### src/rtl/pic_pkg.sv
// Shared CSR definitions for the pic_core CSR arbiter: bus widths and op encoding.
package pic_pkg;

    localparam int unsigned PIC_CSR_ADD_WIDTH  = 8;
    localparam int unsigned PIC_CSR_DATA_WIDTH = 32;

    localparam logic OP_RD = 1'b0;
    localparam logic OP_WR = 1'b1;

endpackage

### src/rtl/pic_rr_arbiter.sv
// Round-robin arbiter: request vector + pointer -> one-hot grant; the pointer
// moves past the granted requester whenever a grant is issued.
module pic_rr_arbiter #(
    parameter int unsigned NUM_REQ = 2
) (
    input  logic               clk,
    input  logic               rst_n,
    input  logic [NUM_REQ-1:0] req,
    output logic [NUM_REQ-1:0] grant
);

    localparam int unsigned PW = (NUM_REQ > 1) ? $clog2(NUM_REQ) : 1;

    logic [PW-1:0] ptr;
    logic [PW-1:0] ptr_nxt;
    logic          found;

    // First pass covers [ptr, NUM_REQ-1], second pass wraps to [0, ptr-1].
    always_comb begin
        grant   = '0;
        ptr_nxt = ptr;
        found   = 1'b0;
        for (int j = 0; j < int'(NUM_REQ); j++) begin
            if (!found && req[j] && (j >= int'(ptr))) begin
                grant[j] = 1'b1;
                found    = 1'b1;
                ptr_nxt  = (j == int'(NUM_REQ) - 1) ? '0 : PW'(j + 1);
            end
        end
        for (int j = 0; j < int'(NUM_REQ); j++) begin
            if (!found && req[j]) begin
                grant[j] = 1'b1;
                found    = 1'b1;
                ptr_nxt  = (j == int'(NUM_REQ) - 1) ? '0 : PW'(j + 1);
            end
        end
    end

    always_ff @(posedge clk) begin
        if (!rst_n) begin
            ptr <= '0;
        end else begin
            ptr <= ptr_nxt;
        end
    end

endmodule

### src/rtl/pic_csr_arbiter.sv
// Round-robin sharing of the pic_core CSR port between NUM_REQ requesters.
// Optional grant locking for atomic sequences is enabled by PIC_CSR_ARB_LOCK_EN.
module pic_csr_arbiter
    import pic_pkg::*;
#(
    parameter int unsigned NUM_REQ    = 2,
    parameter int unsigned ADD_WIDTH  = PIC_CSR_ADD_WIDTH,
    parameter int unsigned DATA_WIDTH = PIC_CSR_DATA_WIDTH
) (
    input  logic                          aclk,
    input  logic                          aresetn,
    input  logic [NUM_REQ-1:0]            req_valid,
    input  logic [NUM_REQ-1:0]            req_wr,
    input  logic [NUM_REQ-1:0]            req_lock,
    input  logic [NUM_REQ*ADD_WIDTH-1:0]  req_addr,
    input  logic [NUM_REQ*DATA_WIDTH-1:0] req_wdata,
    output logic [NUM_REQ-1:0]            req_ready,
    output logic [NUM_REQ-1:0]            rsp_valid,
    output logic [DATA_WIDTH-1:0]         rsp_rdata,
    output logic [ADD_WIDTH-1:0]          csr_addr,
    output logic                          csr_rd,
    output logic                          csr_wr,
    output logic [DATA_WIDTH-1:0]         csr_wr_data,
    input  logic [DATA_WIDTH-1:0]         csr_rd_data
);

    localparam int unsigned IW = (NUM_REQ > 1) ? $clog2(NUM_REQ) : 1;

    logic [NUM_REQ-1:0] arb_req;
    logic [NUM_REQ-1:0] grant;
    logic [IW-1:0]      gidx;
    logic               hs;
    logic [NUM_REQ-1:0] tag1;
    logic               rd2;

`ifdef PIC_CSR_ARB_LOCK_EN
    localparam logic [0:0] UNLOCKED = 1'b0;
    localparam logic [0:0] LOCKED   = 1'b1;

    logic [0:0]    state;
    logic [0:0]    state_nxt;
    logic [IW-1:0] owner;
    logic [IW-1:0] owner_nxt;

    always_ff @(posedge aclk) begin
        if (!aresetn) begin
            state <= UNLOCKED;
            owner <= '0;
        end else begin
            state <= state_nxt;
            owner <= owner_nxt;
        end
    end

    // While locked only the owner may compete for the port.
    always_comb begin
        arb_req = req_valid;
        if (state == LOCKED) begin
            arb_req = req_valid & (NUM_REQ'(1) << owner);
        end
    end

    always_comb begin
        state_nxt = state;
        owner_nxt = owner;
        if (hs) begin
            case (state)
                UNLOCKED: begin
                    if (req_lock[gidx]) begin
                        state_nxt = LOCKED;
                        owner_nxt = gidx;
                    end
                end
                LOCKED: begin
                    if (!req_lock[gidx]) begin
                        state_nxt = UNLOCKED;
                    end
                end
                default: state_nxt = UNLOCKED;
            endcase
        end
    end
`else
    logic unused_lock;

    assign arb_req     = req_valid;
    assign unused_lock = ^req_lock;
`endif

    pic_rr_arbiter #(
        .NUM_REQ (NUM_REQ)
    ) u_arb (
        .clk   (aclk),
        .rst_n (aresetn),
        .req   (arb_req),
        .grant (grant)
    );

    assign req_ready = grant & {NUM_REQ{aresetn}};
    assign hs        = |req_ready;

    always_comb begin
        gidx = '0;
        for (int j = 0; j < int'(NUM_REQ); j++) begin
            if (grant[j]) begin
                gidx = IW'(j);
            end
        end
    end

    // Issue stage: the CSR port is driven from registers, one access per handshake.
    always_ff @(posedge aclk) begin
        if (!aresetn) begin
            csr_rd      <= 1'b0;
            csr_wr      <= 1'b0;
            csr_addr    <= '0;
            csr_wr_data <= '0;
            tag1        <= '0;
        end else begin
            csr_rd <= hs && (req_wr[gidx] == OP_RD);
            csr_wr <= hs && (req_wr[gidx] == OP_WR);
            tag1   <= req_ready;
            if (hs) begin
                csr_addr    <= req_addr[32'(gidx)*ADD_WIDTH +: ADD_WIDTH];
                csr_wr_data <= req_wdata[32'(gidx)*DATA_WIDTH +: DATA_WIDTH];
            end
        end
    end

    // Response stage: owner tag routes the completion pulse.
    always_ff @(posedge aclk) begin
        if (!aresetn) begin
            rsp_valid <= '0;
            rd2       <= 1'b0;
        end else begin
            rsp_valid <= tag1;
            rd2       <= csr_rd;
        end
    end

    // Core read data arrives in the response cycle, so it is forwarded, not re-registered.
    assign rsp_rdata = rd2 ? csr_rd_data : '0;

endmodule

### config.mk
export PLATFORM = sky130hd
export DESIGN_NAME = pic_csr_arbiter
export DESIGN_NICKNAME = d
export VERILOG_FILES = /design/src/rtl/pic_pkg.sv /design/src/rtl/pic_rr_arbiter.sv /design/src/rtl/pic_csr_arbiter.sv
export SDC_FILE = /design/constraint.sdc
export NUM_CORES = 1
export LEC_CHECK = 0
export CAP_MARGIN = 20
export CORE_MARGIN = 8
export CORE_UTILIZATION = 29
export DETAILED_ROUTE_END_ITERATION = 8
export PLACE_DENSITY = 0.78
export RECOVER_POWER = 50
export SLEW_MARGIN = 20
export SYNTH_ARGS = -nofsm -noshare
export SYNTH_HDL_FRONTEND = slang
export SYNTH_SLANG_ARGS = --single-unit
### constraint.sdc
create_clock -name aclk -period 0.95 [get_ports aclk]
set_input_delay 0.19 -clock aclk [delete_from_list [all_inputs] [get_ports aclk]]
set_output_delay 0.19 -clock aclk [all_outputs]
set_load 0.005 [all_outputs]
==> tab_implementation.tex <==
\begin{tabular}{lr}
\hline
Metric & Value \\
\hline
\multicolumn{2}{l}{\textbf{Place}} \\
Dpl cell area & $\sim$0.0046 mm² \\
Final weighted congestion in routability-driven placement & roughly 0.75 \\
PortBufs & 195 \\
Post-detail-place hpwl & 7860 µm \\
\multicolumn{2}{l}{\textbf{Timing}} \\
Relative slew margins & around 80\% \\
Number of max-slew violations in the final report & 0 \\
Least-Margin Pin Slew & a little under 0.3 ns \\
Number of failing setup endpoints in the final timing report & a little under 80 \\
Fin crit share & 142\% \\
Crit path setup slack, layout & -0.403 ns \\
Fmax & about 0.74 GHz \\
Total Neg Setup Slack & -24.72 ns \\
Min cycle time layout & roughly 1.4 ns \\
Unrepaired setup endpoints after global routing & true \\
Number of endpoints with negative hold slack in the final report & 0 \\
Clk\_skew & 0.00775 ns \\
\multicolumn{2}{l}{\textbf{Layout}} \\
Area added between synthesis and finish & 124\% \\
Layout cell share with drive strength beyond 1 & $\sim$43\% \\
Design area & just over 0.005 mm² \\
Net count reported at finish & 630 \\
Reg area & between 0.001 and 0.0015 mm² \\
Area used by multi-input combinational logic & 0.00135 mm² \\
Utilization of the core after routing & about two thirds \\
Total of fill cells in the finished design & about 600 \\
\multicolumn{2}{l}{\textbf{Yosys}} \\
Mean area per synthesized cell & $\sim$7.9 µm² \\
Number of synthesized register bits & between 40 and 50 \\
Most frequently used flop master after synthesis & sky130\_fd\_sc\_hd\_\_dfxtp\_1 \\
Share of synthesized flip-flops with an asynchronous set or reset & 0\% \\
Yosys warns & 0 \\
Sequential-to-total area share from yosys stat & between 40\% and 50\% \\
Dominant cells by area after synthesis & sky130\_fd\_sc\_hd\_\_dfxtp\_1, sky130\_fd\_sc\_hd\_\_a211oi\_1, sky130\_fd\_sc\_hd\_\_and2\_1 \\
Number of library cell types mapped by synthesis & 20 \\
Fraction of post-synthesis cell area in the top cell type by area & around two fifths \\
Post-synth EDFFs & 0 \\
Cell type contributing the most total cell area after synthesis & sky130\_fd\_sc\_hd\_\_dfxtp\_1 \\
Number of nets produced by synthesis & between 400 and 500 \\
Number of instances in the synthesized netlist & 289 \\
Total standard cell area after synthesis & between 0.002 and 0.0025 mm² \\
\multicolumn{2}{l}{\textbf{Floorplanning}} \\
Initial Utilization & approximately 30\% \\
Boundary Pins & between 150 and 200 \\
Die width & 105 µm \\
Die Y & about 100 µm \\
Placeable core area & about 0.0077 mm² \\
Number of placement rows & 32 \\
Area of the die & 0.0110 mm² \\
\multicolumn{2}{l}{\textbf{Clocking}} \\
Root Buffer Master & sky130\_fd\_sc\_hd\_\_clkbuf\_8 \\
Number of clock sinks seen by CTS & 48 \\
Worst-skew pair later-pin latency & around 0.3 ns \\
CTS Buffer Depth & 2 \\
Clock-pin slew on the worst setup and hold paths & $\sim$0.090 ns \\
Num CTS Buffers & 5 \\
Number of levels the H-tree was split into & 2 \\
Number of buffers inserted for hold repair after clock tree synthesis & 0 \\
TritonCTS clock tree & done \\
\multicolumn{2}{l}{\textbf{Power}} \\
Relative contribution of the clock network to total power & around a quarter \\
Combinational share of power & 33.6\% \\
Switch share & roughly a quarter \\
Post-route total power & 5.71 mW \\
Power dissipated by switching net loads & 1.48 mW \\
P\_leak & $\sim$2.1 nW \\
Portion of total power attributed to sequential cells & roughly two fifths \\
Power density over the cells & 1110 mW/mm² \\
Internal power & approximately 4.2 mW \\
Max VDD drop & 544 µV \\
\multicolumn{2}{l}{\textbf{Hold path}} \\
Worst min-delay path class & in -> reg \\
\multicolumn{2}{l}{\textbf{GRT}} \\
Most congested layer reported by global routing & met2 \\
Final global-route overflow total & 0 \\
Met3 Track Usage GR & about 5.5\% \\
Initial antenna violation count & 1 \\
Fraction of met1 tracks used by global routing & a little over a fifth \\
Wire length of the first global-routing pass & between 15000 and 20000 µm \\
Total routing resource utilization after global routing & roughly a fifth \\
Met2 track utilization from global routing & roughly 34\% \\
Maximum number of pins on one net before global-route repair & 30 \\
Vias in the first global route & approximately 3100 \\
\multicolumn{2}{l}{\textbf{Setup path}} \\
CP required & between 0.7 and 0.8 ns \\
Critical path startpoint category & register \\
Arrival time worst endpoint & about 1.2 ns \\
Crit path capture type & output port \\
Crit path kind & reg -> out \\
Highest fanout seen on the critical path & 8 \\
\multicolumn{2}{l}{\textbf{Detailed routing}} \\
Vias/cell & $\sim$5.0 \\
First drt pass iteration count & 4 \\
Overall routed net length & 11100 µm \\
Routed Antenna Nets & 0 \\
1st-iter DRT viols & 100 \\
Average wire per cell in the routed design & about 18 µm \\
Residual DRC & 0 \\
Via count & roughly 3100 \\
\multicolumn{2}{l}{\textbf{Status}} \\
Status & finished, violations left \\
Violations in the final reports & setup timing \\
\multicolumn{2}{l}{\textbf{Job}} \\
Count of maximum capacitance violations & 0 \\
\hline
\end{tabular}
-- registers in the layout, summed over array words and instances (netlist names) --
name,flops
rd2,1
u_arb.ptr,1
csr_rd,1
csr_wr,1
rsp_valid,2
csr_addr,8
tag1,2
csr_wr_data,32
-- final timing paths --
| kind | cells after the start | slack, ns | from | to |
|---|---|---|---|---|
| max reg2reg | 6 | -0.34 | u_arb.ptr | csr_wr_data[28] |
| max | 4 | -0.40 | rd2 | rsp_rdata[6] |
| min reg2reg | 1 | 0.45 | tag1[0] | rsp_valid[0] |
| min | 3 | 0.41 | req_valid[0] | tag1[0] |
-- cells in the final DEF (no fill, tap or decap), types with 2 or more instances in the layout --
| master | n |
|---|---|
| sky130_fd_sc_hd__buf_8 | 2 |
| sky130_fd_sc_hd__clkbuf_8 | 5 |
| sky130_fd_sc_hd__clkdlybuf4s50_1 | 114 |
| sky130_fd_sc_hd__dfxtp_2 | 43 |
| sky130_fd_sc_hd__buf_16 | 4 |
| sky130_fd_sc_hd__nor2_1 | 40 |
| sky130_fd_sc_hd__dlygate4sd2_1 | 3 |
| sky130_fd_sc_hd__nor3_2 | 8 |
| sky130_fd_sc_hd__and2_1 | 19 |
| sky130_fd_sc_hd__buf_4 | 20 |
| sky130_fd_sc_hd__clkbuf_2 | 2 |
| sky130_fd_sc_hd__dfxtp_1 | 4 |
| sky130_fd_sc_hd__o21ai_0 | 32 |
| sky130_fd_sc_hd__buf_2 | 24 |
| sky130_fd_sc_hd__clkbuf_16 | 2 |
| sky130_fd_sc_hd__a211oi_2 | 14 |
| sky130_fd_sc_hd__buf_12 | 9 |
| sky130_fd_sc_hd__buf_6 | 63 |
| sky130_fd_sc_hd__and2_4 | 16 |
| sky130_fd_sc_hd__and3_1 | 4 |
| sky130_fd_sc_hd__a211oi_1 | 26 |
| sky130_fd_sc_hd__o21ai_1 | 9 |
| sky130_fd_sc_hd__nor3_1 | 32 |
-- layer usage --
metal,part of all wire (%),wire (µm)
met4,1.9,207
met2,52,5750
met1,40,4400
met3,6.6,736
met5,0,0
-- critical path: stages (launching register included) --
cell and delay [ns]:
sky130_fd_sc_hd__dfxtp_4 0.35, sky130_fd_sc_hd__buf_12 0.13, sky130_fd_sc_hd__clkbuf_16 0.15, sky130_fd_sc_hd__and2_4 0.14, sky130_fd_sc_hd__buf_6 0.11
-- stage by stage --
step / worst slack [ns] / hold slack (ns) / cells
final: -0.403 / 0.407 / 614
after floorplan: -0.0522 / 0.328 / 289
after detailed placement: -0.789 / 0.426 / 584
after CTS: -0.413 / 0.389 / 609
after global routing: -0.436 / 0.434 / 614
after global placement: -0.766 / 0.415 / 584
-- final cells by class --
| type | count | share of cell area, % |
|---|---|---|
| Inverter | 1 | 0.0731 |
| Sequential cell | 48 | 19.8 |
| Multi-Input combinational cell | 211 | 26.2 |
| Tap cell | 102 | 2.49 |
| Antenna cell | 1 | 0.0487 |
| Clock buffer | 6 | 1.41 |
| Clock inverter | 2 | 0.682 |
| Timing Repair Buffer | 243 | 49.2 |
-- power by group through the flow --
stage	registers [mW]	logic (mW)	clock network (mW)
2_1_floorplan	2.31	0.515	0
3_3_place_gp	2.30	1.62	0
3_5_place_dp	2.31	1.65	0
4_1_cts	2.31	1.77	1.53
5_1_grt	2.35	2.05	1.62
6_report	2.32	1.92	1.48
-- cells by family (layout without fill, tap and decap cells) --
logic type	Yosys count	after routing	synth area share [%]
and+or+nand+nor	128	128	28.1
buffers and inverters	30	252	5.68
AOI/OAI and AO/OA	83	83	24.3
DFF	48	48	42.0
other	0	1	0
-- synth_stat cells, types with 3 or more instances --
| cell type | n |
|---|---|
| sky130_fd_sc_hd__a211oi_1 | 33 |
| sky130_fd_sc_hd__a211oi_2 | 7 |
| sky130_fd_sc_hd__dfxtp_1 | 48 |
| sky130_fd_sc_hd__o21ai_0 | 41 |
| sky130_fd_sc_hd__and3_1 | 4 |
| sky130_fd_sc_hd__nor3_1 | 40 |
| sky130_fd_sc_hd__nor2_1 | 41 |
| sky130_fd_sc_hd__and2_1 | 35 |
| sky130_fd_sc_hd__clkbuf_1 | 15 |
| sky130_fd_sc_hd__nand2_1 | 3 |
| sky130_fd_sc_hd__buf_2 | 13 |
-- timing repair --
action / CTS / global route
buffers inserted: 13 / 4
resized for setup: 404 / 63
endpoints found under the setup margin: 126 / 119
gates cloned: 5 / 2
pin swaps: 18 / 11
No activity file was read; power rests on OpenSTA's default activity.
